File: config.mk
export PLATFORM = sky130hd
export DESIGN_NAME = snax_alu_csr_mc_flat
export DESIGN_NICKNAME = d
export VERILOG_FILES = /design/src/rtl/snax_alu_csr_mc_if.sv /design/src/rtl/snax_alu_csr_mc.sv /design/src/flat_wrapper.sv
export SDC_FILE = /design/constraint.sdc
export NUM_CORES = 1
export LEC_CHECK = 0
export CAP_MARGIN = 10
export CORE_MARGIN = 3
export CORE_UTILIZATION = 35
export CTS_CLUSTER_SIZE = 20
export DETAILED_ROUTE_END_ITERATION = 7
export GPL_TIMING_DRIVEN = 0
export HOLD_SLACK_MARGIN = 0.1
export SETUP_SLACK_MARGIN = 0.15
export SLEW_MARGIN = 30
export SYNTH_ARGS = -nofsm -noshare
export SYNTH_HDL_FRONTEND = slang
export SYNTH_SLANG_ARGS = --single-unit
File: constraint.sdc
create_clock -name clk_i -period 7.9 [get_ports clk_i]
set_input_delay 1.975 -clock clk_i [delete_from_list [all_inputs] [get_ports clk_i]]
set_output_delay 1.975 -clock clk_i [all_outputs]
set_load 0.005 [all_outputs]
File: src/rtl/snax_alu_csr_mc_if.sv
// CSR write/read bus between the CSR manager and snax_alu_csr_mc.
//   csr_reg_set_i        : RW word set (0 opcodes, 1 job length, 2 control)
//   csr_reg_set_valid_i  : write request
//   csr_reg_set_ready_o  : write accept
//   csr_reg_ro_set_o     : RO word set (0 status, 1 perf, 2 job count)
// The _i/_o suffixes are named from the block's point of view.
interface snax_alu_csr_mc_if #(
  parameter int RegDataWidth = 32
);
  logic [2:0][RegDataWidth-1:0] csr_reg_set_i;
  logic                         csr_reg_set_valid_i;
  logic                         csr_reg_set_ready_o;
  logic [2:0][RegDataWidth-1:0] csr_reg_ro_set_o;

  modport master (
    output csr_reg_set_i,
    output csr_reg_set_valid_i,
    input  csr_reg_set_ready_o,
    input  csr_reg_ro_set_o
  );

  modport slave (
    input  csr_reg_set_i,
    input  csr_reg_set_valid_i,
    output csr_reg_set_ready_o,
    output csr_reg_ro_set_o
  );
endinterface

File: src/rtl/snax_alu_csr_mc.sv
// CSR and job-control block for the SNAX ALU accelerator.
// Latches per-channel opcodes and a job length at launch, counts output
// strobes from all channels until the length is reached, and offers a
// one-deep pending slot so the next job starts with no idle cycle.
//   clk_i, rst_i          : clock, synchronous active-high reset
//   csr                   : CSR bus (slave side)
//   acc_output_success_i  : per-channel output-written strobe
//   csr_alu_config_o      : active opcode per channel
//   acc_busy_o            : job active
//   acc_done_o            : one-cycle job-complete pulse
//
// state   | meaning
// ST_IDLE | no job running, strobes ignored
// ST_BUSY | job running, counting strobes against len_active
module snax_alu_csr_mc #(
  parameter int NumChannels  = 4,
  parameter int OpWidth      = 2,
  parameter int RegDataWidth = 32
) (
  input  logic                                  clk_i,
  input  logic                                  rst_i,
  snax_alu_csr_mc_if.slave                      csr,
  input  logic [NumChannels-1:0]                acc_output_success_i,
  output logic [NumChannels-1:0][OpWidth-1:0]   csr_alu_config_o,
  output logic                                  acc_busy_o,
  output logic                                  acc_done_o
);

  localparam int CfgW = NumChannels * OpWidth;
  localparam int IncW = $clog2(NumChannels + 1);
  localparam int SumW = RegDataWidth + 1;

  if (CfgW > RegDataWidth) begin : g_cfg_check
    $error("NumChannels*OpWidth must not exceed RegDataWidth");
  end

  typedef enum logic {ST_IDLE, ST_BUSY} state_t;

  state_t                  state;
  logic [CfgW-1:0]         cfg_active;
  logic [RegDataWidth-1:0] len_active;
  logic [RegDataWidth-1:0] count;
  logic [RegDataWidth-1:0] perf;
  logic [RegDataWidth-1:0] jobs;
  logic                    pend_valid;
  logic [CfgW-1:0]         pend_cfg;
  logic [RegDataWidth-1:0] pend_len;
  logic                    error;
  logic                    done;

  logic                    ready;
  logic                    acc;
  logic [CfgW-1:0]         ops_w;
  logic [RegDataWidth-1:0] len_w;
  logic                    start_w;
  logic                    clr_w;
  logic                    len_zero;
  logic                    launch_req;
  logic [IncW-1:0]         inc;
  logic [SumW-1:0]         sum;
  logic                    finish;

  assign ops_w      = csr.csr_reg_set_i[0][CfgW-1:0];
  assign len_w      = csr.csr_reg_set_i[1];
  assign start_w    = csr.csr_reg_set_i[2][0];
  assign clr_w      = csr.csr_reg_set_i[2][1];
  assign len_zero   = (len_w == '0);

  assign ready      = !((state == ST_BUSY) && pend_valid);
  assign acc        = csr.csr_reg_set_valid_i && ready;
  assign launch_req = acc && start_w && !len_zero;

  always_comb begin
    inc = '0;
    for (int c = 0; c < NumChannels; c++) begin
      inc = inc + IncW'(acc_output_success_i[c]);
    end
  end

  // One extra bit so count + inc can never wrap past len_active.
  assign sum    = {1'b0, count} + SumW'(inc);
  assign finish = (state == ST_BUSY) && (sum >= {1'b0, len_active});

  always_ff @(posedge clk_i) begin
    if (rst_i) begin
      state      <= ST_IDLE;
      cfg_active <= '0;
      len_active <= '0;
      count      <= '0;
      perf       <= '0;
      jobs       <= '0;
      pend_valid <= 1'b0;
      pend_cfg   <= '0;
      pend_len   <= '0;
      error      <= 1'b0;
      done       <= 1'b0;
    end else begin
      done <= 1'b0;

      if (acc && start_w && len_zero) begin
        error <= 1'b1;
      end else if (acc && clr_w) begin
        error <= 1'b0;
      end

      case (state)
        ST_IDLE: begin
          if (launch_req) begin
            state      <= ST_BUSY;
            cfg_active <= ops_w;
            len_active <= len_w;
            count      <= '0;
            perf       <= '0;
          end
        end
        ST_BUSY: begin
          perf <= perf + 1'b1;
          if (finish) begin
            done <= 1'b1;
            jobs <= jobs + 1'b1;
            // Strobes beyond the length are dropped: count restarts at 0.
            if (pend_valid) begin
              cfg_active <= pend_cfg;
              len_active <= pend_len;
              count      <= '0;
              perf       <= '0;
              pend_valid <= 1'b0;
            end else if (launch_req) begin
              cfg_active <= ops_w;
              len_active <= len_w;
              count      <= '0;
              perf       <= '0;
            end else begin
              state <= ST_IDLE;
            end
          end else begin
            count <= sum[RegDataWidth-1:0];
            // ready guarantees the slot is empty whenever acc is high here.
            if (launch_req) begin
              pend_valid <= 1'b1;
              pend_cfg   <= ops_w;
              pend_len   <= len_w;
            end
          end
        end
        default: state <= ST_IDLE;
      endcase
    end
  end

  assign csr.csr_reg_set_ready_o = ready;
  assign csr.csr_reg_ro_set_o[0] = {{(RegDataWidth-3){1'b0}}, error, pend_valid,
                                    (state == ST_BUSY)};
  assign csr.csr_reg_ro_set_o[1] = perf;
  assign csr.csr_reg_ro_set_o[2] = jobs;

  assign csr_alu_config_o = cfg_active;
  assign acc_busy_o       = (state == ST_BUSY);
  assign acc_done_o       = done;

  logic unused_ctl_bits;
  if (CfgW < RegDataWidth) begin : g_unused_ops
    assign unused_ctl_bits = ^{csr.csr_reg_set_i[2][RegDataWidth-1:2],
                               csr.csr_reg_set_i[0][RegDataWidth-1:CfgW]};
  end else begin : g_unused_ctl
    assign unused_ctl_bits = ^csr.csr_reg_set_i[2][RegDataWidth-1:2];
  end

endmodule

File: src/flat_wrapper.sv
// flat-port wrapper written by rule: the top's interface ports become plain ports
module snax_alu_csr_mc_flat 
#(
  parameter int NumChannels  = 4,
  parameter int OpWidth      = 2,
  parameter int RegDataWidth = 32
)
  (clk_i, rst_i, acc_output_success_i, csr_alu_config_o, acc_busy_o, acc_done_o, csr_csr_reg_set_i, csr_csr_reg_set_valid_i, csr_csr_reg_set_ready_o, csr_csr_reg_ro_set_o);
  snax_alu_csr_mc_if #(.RegDataWidth(RegDataWidth)) csr_i ();
  input  logic clk_i;
  input  logic rst_i;
  input  logic [NumChannels-1:0] acc_output_success_i;
  output logic [NumChannels-1:0][OpWidth-1:0] csr_alu_config_o;
  output logic acc_busy_o;
  output logic acc_done_o;
  input wire logic [$bits(csr_i.csr_reg_set_i)-1:0] csr_csr_reg_set_i;
  input wire logic [$bits(csr_i.csr_reg_set_valid_i)-1:0] csr_csr_reg_set_valid_i;
  output wire logic [$bits(csr_i.csr_reg_set_ready_o)-1:0] csr_csr_reg_set_ready_o;
  output wire logic [$bits(csr_i.csr_reg_ro_set_o)-1:0] csr_csr_reg_ro_set_o;
  assign csr_i.csr_reg_set_i = csr_csr_reg_set_i;
  assign csr_i.csr_reg_set_valid_i = csr_csr_reg_set_valid_i;
  assign csr_csr_reg_set_ready_o = csr_i.csr_reg_set_ready_o;
  assign csr_csr_reg_ro_set_o = csr_i.csr_reg_ro_set_o;
  snax_alu_csr_mc #(.NumChannels(NumChannels), .OpWidth(OpWidth), .RegDataWidth(RegDataWidth)) u_core (.clk_i(clk_i), .rst_i(rst_i), .csr(csr_i), .acc_output_success_i(acc_output_success_i), .csr_alu_config_o(csr_alu_config_o), .acc_busy_o(acc_busy_o), .acc_done_o(acc_done_o));
endmodule
# Word-level counts from Yosys, hierarchy flattened
# Cells that the tools add are included.
# totals
reg_bits	180
input_bits	103
# classes
addsub	6
magnitude_cmp	1
n_eq_ne	2
mux	26
bitwise_logic	2
n_reduce_logical	16
# ops
operator	count
$mux W32	10
$pmux W32 S2	3
$add A32 B1 Y32 const B	2
$add A32 B3 Y33	1
$ge A33 B32 Y1	1
$logic_not A32 Y1	1
$mux W8	3
$pmux W8 S2	1
$mux W1	8
$logic_and A1 B1 Y1	7
$add A3 B1 Y3	2
$reduce_and A2 Y1	2
$reduce_bool A2 Y1	2
$reduce_and A3 Y1	1
$add A1 B1 Y2	1
$logic_not A1 Y1	2
$ne A2 B1 Y1 const B	1
$ne A2 B2 Y1 const B	1
$not A1 Y1	2
$pmux W1 S2	1
$reduce_or A2 Y1	1

# Longest topological paths before layout
# depth
word_depth	9
depth_mapped	24
ltp_nobuf	21

# Worst setup path after synthesis
# No wires, ideal clock.
# synth_path
kind	input-to-reg
startpoint	input port acc_output_success_i[0]
endpoint	register u_core.len_active[14]
t_arrival_ns	6.707
setup_slack_ns	1.076
path_stages	23
path_buffers	3
path_cell_list	ha_1 inv_1 fa_1 inv_1 ha_1 inv_1 fa_1 nor2b_1 o2111a_1 nand2_1 nor3_1 nand3_1 xnor2_1 ha_1 nand4_1 nor4_1 o221ai_1 a41oi_2 clkbuf_1 nor2_1 buf_2 clkbuf_1 o22a_1
# synth_between
elab_chain_cells	7
# synth_rtl
element	line_no	source
start, declared	flat_wrapper.sv:12	input logic [NumChannels-1:0] acc_output_success_i;
$add A1 B1 Y2	snax_alu_csr_mc.sv:76	inc = inc + IncW'(acc_output_success_i[c]);
$add A3 B1 Y3 (2 in series)	snax_alu_csr_mc.sv:76	
$add A32 B3 Y33	snax_alu_csr_mc.sv:81	assign sum = {1'b0, count} + SumW'(inc);
$ge A33 B32 Y1	snax_alu_csr_mc.sv:82	assign finish = (state == ST_BUSY) && (sum >= {1'b0, len_active});
$logic_and A1 B1 Y1	snax_alu_csr_mc.sv:82	
$ne A2 B2 Y1 (no line)	n/a	
end signal, assigned	snax_alu_csr_mc.sv:111	len_active <= len_w;
end signal, assigned	snax_alu_csr_mc.sv:124	len_active <= pend_len;
end signal, assigned	snax_alu_csr_mc.sv:130	len_active <= len_w;
end, declared	snax_alu_csr_mc.sv:41	logic [RegDataWidth-1:0] len_active;
# No other way between the ends.
# A chain may end at the register's enable or synchronous reset.

# Worst setup path in the final report
# layout_path
startpoint	input port acc_output_success_i[0]
endpoint	register u_core.jobs[28]
# layout_between
elab_chain_cells	7
# layout_rtl
element	line_no	source
$add A1 B1 Y2	snax_alu_csr_mc.sv:76	
$add A3 B1 Y3 (2 in series)	snax_alu_csr_mc.sv:76	
$add A32 B3 Y33	snax_alu_csr_mc.sv:81	
$ge A33 B32 Y1	snax_alu_csr_mc.sv:82	
$logic_and A1 B1 Y1	snax_alu_csr_mc.sv:82	
$reduce_and A2 Y1 (no line)	n/a	
end signal, assigned	snax_alu_csr_mc.sv:120	jobs <= jobs + 1'b1;
end, declared	snax_alu_csr_mc.sv:44	logic [RegDataWidth-1:0] jobs;
# No other way between the ends.

==> flow_summary.json <==
{
  "clkLatencyLatePin_ns": 0.45,
  "grt_pass1_wl_mm": 42.42,
  "timing.hold.ws_ns": 0.4674,
  "pre_cts_slack_ns": -0.8188,
  "cts_buffer_depth": 2,
  "timing.fmax_mhz": 136.6,
  "ys_async_sr_fraction": 0,
  "seqCellArea_um2": 3603,
  "final.setup.tns_ns": 0,
  "outcome": "completed",
  "area_growth_pct": 26.22,
  "ant_nets": 0,
  "n_antenna_cell": 0,
  "ys_seq_area_frac": 0.3780,
  "yosys_warnings": 0,
  "core_um2": 26430,
  "crit_family": "simple AND/OR/NAND/NOR gates",
  "slew_viol_final": 0,
  "cpMaxStageDelayCell": "fa_1",
  "hp-class": "flop to flop",
  "rsz0062_at_grt": "false",
  "syn_area_um2": 9534,
  "via_count": 8783,
  "finalClockSkew_ns": 0.01463,
  "drtIter0Drc": 543,
  "max-cap-violations": 0,
  "start_util": 0.3608,
  "crit_buf_inv": 6,
  "root_buffer": "clkbuf_16",
  "syn_inst": 1148,
  "design_area_um2": 12030,
  "synth_flop_cell": "dfxtp_1",
  "place_inst": 1637,
  "clkSinkCount": 180,
  "worst-setup-path-type": "input pin to flop",
  "pwr_density_cell_nw_per_um2": 170.8,
  "worst_ep_required_time_ns": 8.27,
  "num_rows": 59,
  "dp_hpwl_mm": 20.18,
  "avgSynthCellArea_um2": 8.305,
  "yosysTopAreaCell": "dfxtp_1",
  "first_pass_iters": 5,
  "numCtsBuffers": 17,
  "io_buffers": 126,
  "antenna_found_initial": 0,
  "postPlaceCellArea_um2": 11330,
  "grt_max_degree": 20,
  "routedWlPerCell_um": 16.00,
  "yosysUniqueCellTypes": 65,
  "power.leakage_nw": 4.819,
  "ir_drop_v": 0.0001396,
  "synth_top_area_frac": 0.3780,
  "multi_input_area_um2": 5395,
  "drive_above_1_share": 0.07928,
  "ys_seq_elements": 180,
  "postLayoutCoreUtil": 0.4554,
  "slowest_delay_ns": 0.45,
  "grt_pass1_vias": 8148,
  "hold_buffers": 0,
  "htree_num_levels": 4,
  "vias_per_cell": 5.253,
  "path_clk_slew_ns": 0.08,
  "slew-limit-headroom": 0.4841,
  "drt-total-wl_mm": 26.75,
  "worstMarginPinSlew_ns": 0.7674,
  "overflow": 0,
  "min_period_ns": 7.321,
  "stdcell_count": 1672,
  "crit_fanout": 10,
  "synth_edf_count": 0,
  "fin_ws_ns": 0.5788,
  "synth_area_leaders": "dfxtp_1 38%, ha_1 5.1%, nor2_1 4.7%",
  "setup_viol": 0,
  "hold_violations": 0,
  "drc": 0,
  "cts_tree": "yes",
  "n_fill_cell": 2623,
  "die_y_um": 171.0,
  "path_cells": "clkdlybuf4s50_1 > ha_1 > inv_1 > fa_1 > inv_1 > ha_1 > inv_1 > fa_1 > nor2b_1 > o2111a_2 > nand2_1 > nor3_2 > nand3_1 > xnor2_1 > ha_1 > nand4_1 > nor4_2 > o221ai_1 > a41oi_2 > buf_4 > o311ai_2 > buf_2 > or3_1 > a21oi_1",
  "power_mw": 2.056,
  "fin_nets": 1468,
  "die_area_um2": 29260,
  "gp_congestion": 0.8403,
  "die_w_um": 171.0,
  "critPathCaptureType": "flop",
  "io_pins": 210,
  "grt_use_total": 0.1810,
  "arrival_ns": 7.69,
  "startpoint_type": "input pin",
  "finalCritPeriodShare": 0.9267
}
## repair_timing
item,CTS,global route
setup endpoints to repair,152,171
pin swaps,0,3
setup buffers,1,2
gates resized for setup,8,19
## cells in the final DEF (no fill, tap or decap), types with 22 or more instances in the layout
master,synthesis,routed
dfxtp_1,180,180
nand3_1,35,35
a21oi_1,37,37
nor3_1,26,25
o21ai_0,49,49
o22ai_1,59,59
o22a_1,40,40
nand4_1,22,22
xnor2_1,24,24
inv_1,62,62
or3_1,25,25
buf_4,32,35
clkdlybuf4s50_1,0,126
ha_1,39,39
nor2_1,119,118
mux2i_1,40,40
clkbuf_1,47,41
nand2_1,101,101
conb_1,1,29
## cell usage after synthesis (5+ instances only)
| library cell | number |
|---|---|
| o211ai_1 | 5 |
| a22o_1 | 15 |
| o31ai_1 | 12 |
| a21o_1 | 6 |
| nand3_1 | 35 |
| o21a_1 | 6 |
| nand4_1 | 22 |
| nor2_1 | 119 |
| o21ai_0 | 49 |
| ha_1 | 39 |
| nand2_1 | 101 |
| o22ai_1 | 59 |
| nor2b_1 | 13 |
| and3_1 | 21 |
| mux2i_1 | 40 |
| or3_1 | 25 |
| and2_1 | 19 |
| buf_4 | 32 |
| nor4_1 | 16 |
| o21bai_1 | 6 |
| inv_1 | 62 |
| and4_1 | 5 |
| clkbuf_1 | 47 |
| nor3_1 | 26 |
| xor2_1 | 14 |
| a21oi_1 | 37 |
| xnor2_1 | 24 |
| o22a_1 | 40 |
| buf_2 | 12 |
| dfxtp_1 | 180 |
## registers in the layout, indices dropped and copies added (netlist names)
name	cells
u_core.count	32
u_core.jobs	32
u_core.len_active	32
u_core.pend_len	32
u_core.perf	32
u_core.csr_alu_config_o	8
u_core.pend_cfg	8
u_core.acc_busy_o	1
u_core.acc_done_o	1
u_core.error	1
u_core.pend_valid	1
## logic make-up (layout without fill, tap and decap cells)
logic type	after synthesis	after routing	share of synthesized area
buffers and inverters	155	316	0.07520
muxes	40	40	0.04199
AOI/OAI and AO/OA	266	266	0.1927
other	1	29	0.0003933
xor gates and xnor gates	38	38	0.03491
adders and majority gates	41	41	0.05538
DFF	180	180	0.3780
and+or+nand+nor	427	427	0.2215
## path summary, 6_finish.rpt
check	start	slack [ns]	cells past startpoint	endpoint
worst max-delay path	acc_output_success_i[0]	0.58	24	u_core.jobs[28]
worst min-delay path	u_core.count[0]	0.47	2	u_core.count[0]
worst max register to register	u_core.count[0]	3.06	19	u_core.jobs[28]
worst min register to register	u_core.count[0]	0.47	2	u_core.count[0]
## final cells by class
class | count | share of cell area
multi-input cells | 841 | 0.4483
flip-flops and latches | 180 | 0.2994
well taps | 335 | 0.03483
plain buffers | 93 | 0.04190
repair buffers | 129 | 0.1067
clock buffers | 17 | 0.03535
clock inverters | 15 | 0.01414
inverters | 62 | 0.01934
## where the power goes
| group | internal [mW] | switching (mW) | leakage (nW) |
|---|---|---|---|
| Combinational | 0.112 | 0.137 | 3.07 |
| Sequential | 0.936 | 0.0177 | 1.46 |
| Clock | 0.425 | 0.429 | 0.290 |
| Total | 1.47 | 0.583 | 4.82 |
## tightest hold or removal path: cells and delay by family (launching register included)
kind | cells | cell delay [ns]
simple gates | 1 | 0.05
flops | 1 | 0.34
compound gates | 1 | 0.05
## per-layer routing
metal | global-route usage | wire length, µm | share of wire | up-vias
met5 | 0 | 0 | 0 | -
met4 | 0.04619 | 367 | 0.014 | 0
met3 | 0.03096 | 1253 | 0.047 | 30
met2 | 0.3003 | 12630 | 0.47 | 203
met1 | 0.2453 | 12510 | 0.47 | 4123
li1 | - | - | - | 4427
Note: power is estimated with default switching activity, not from simulation.
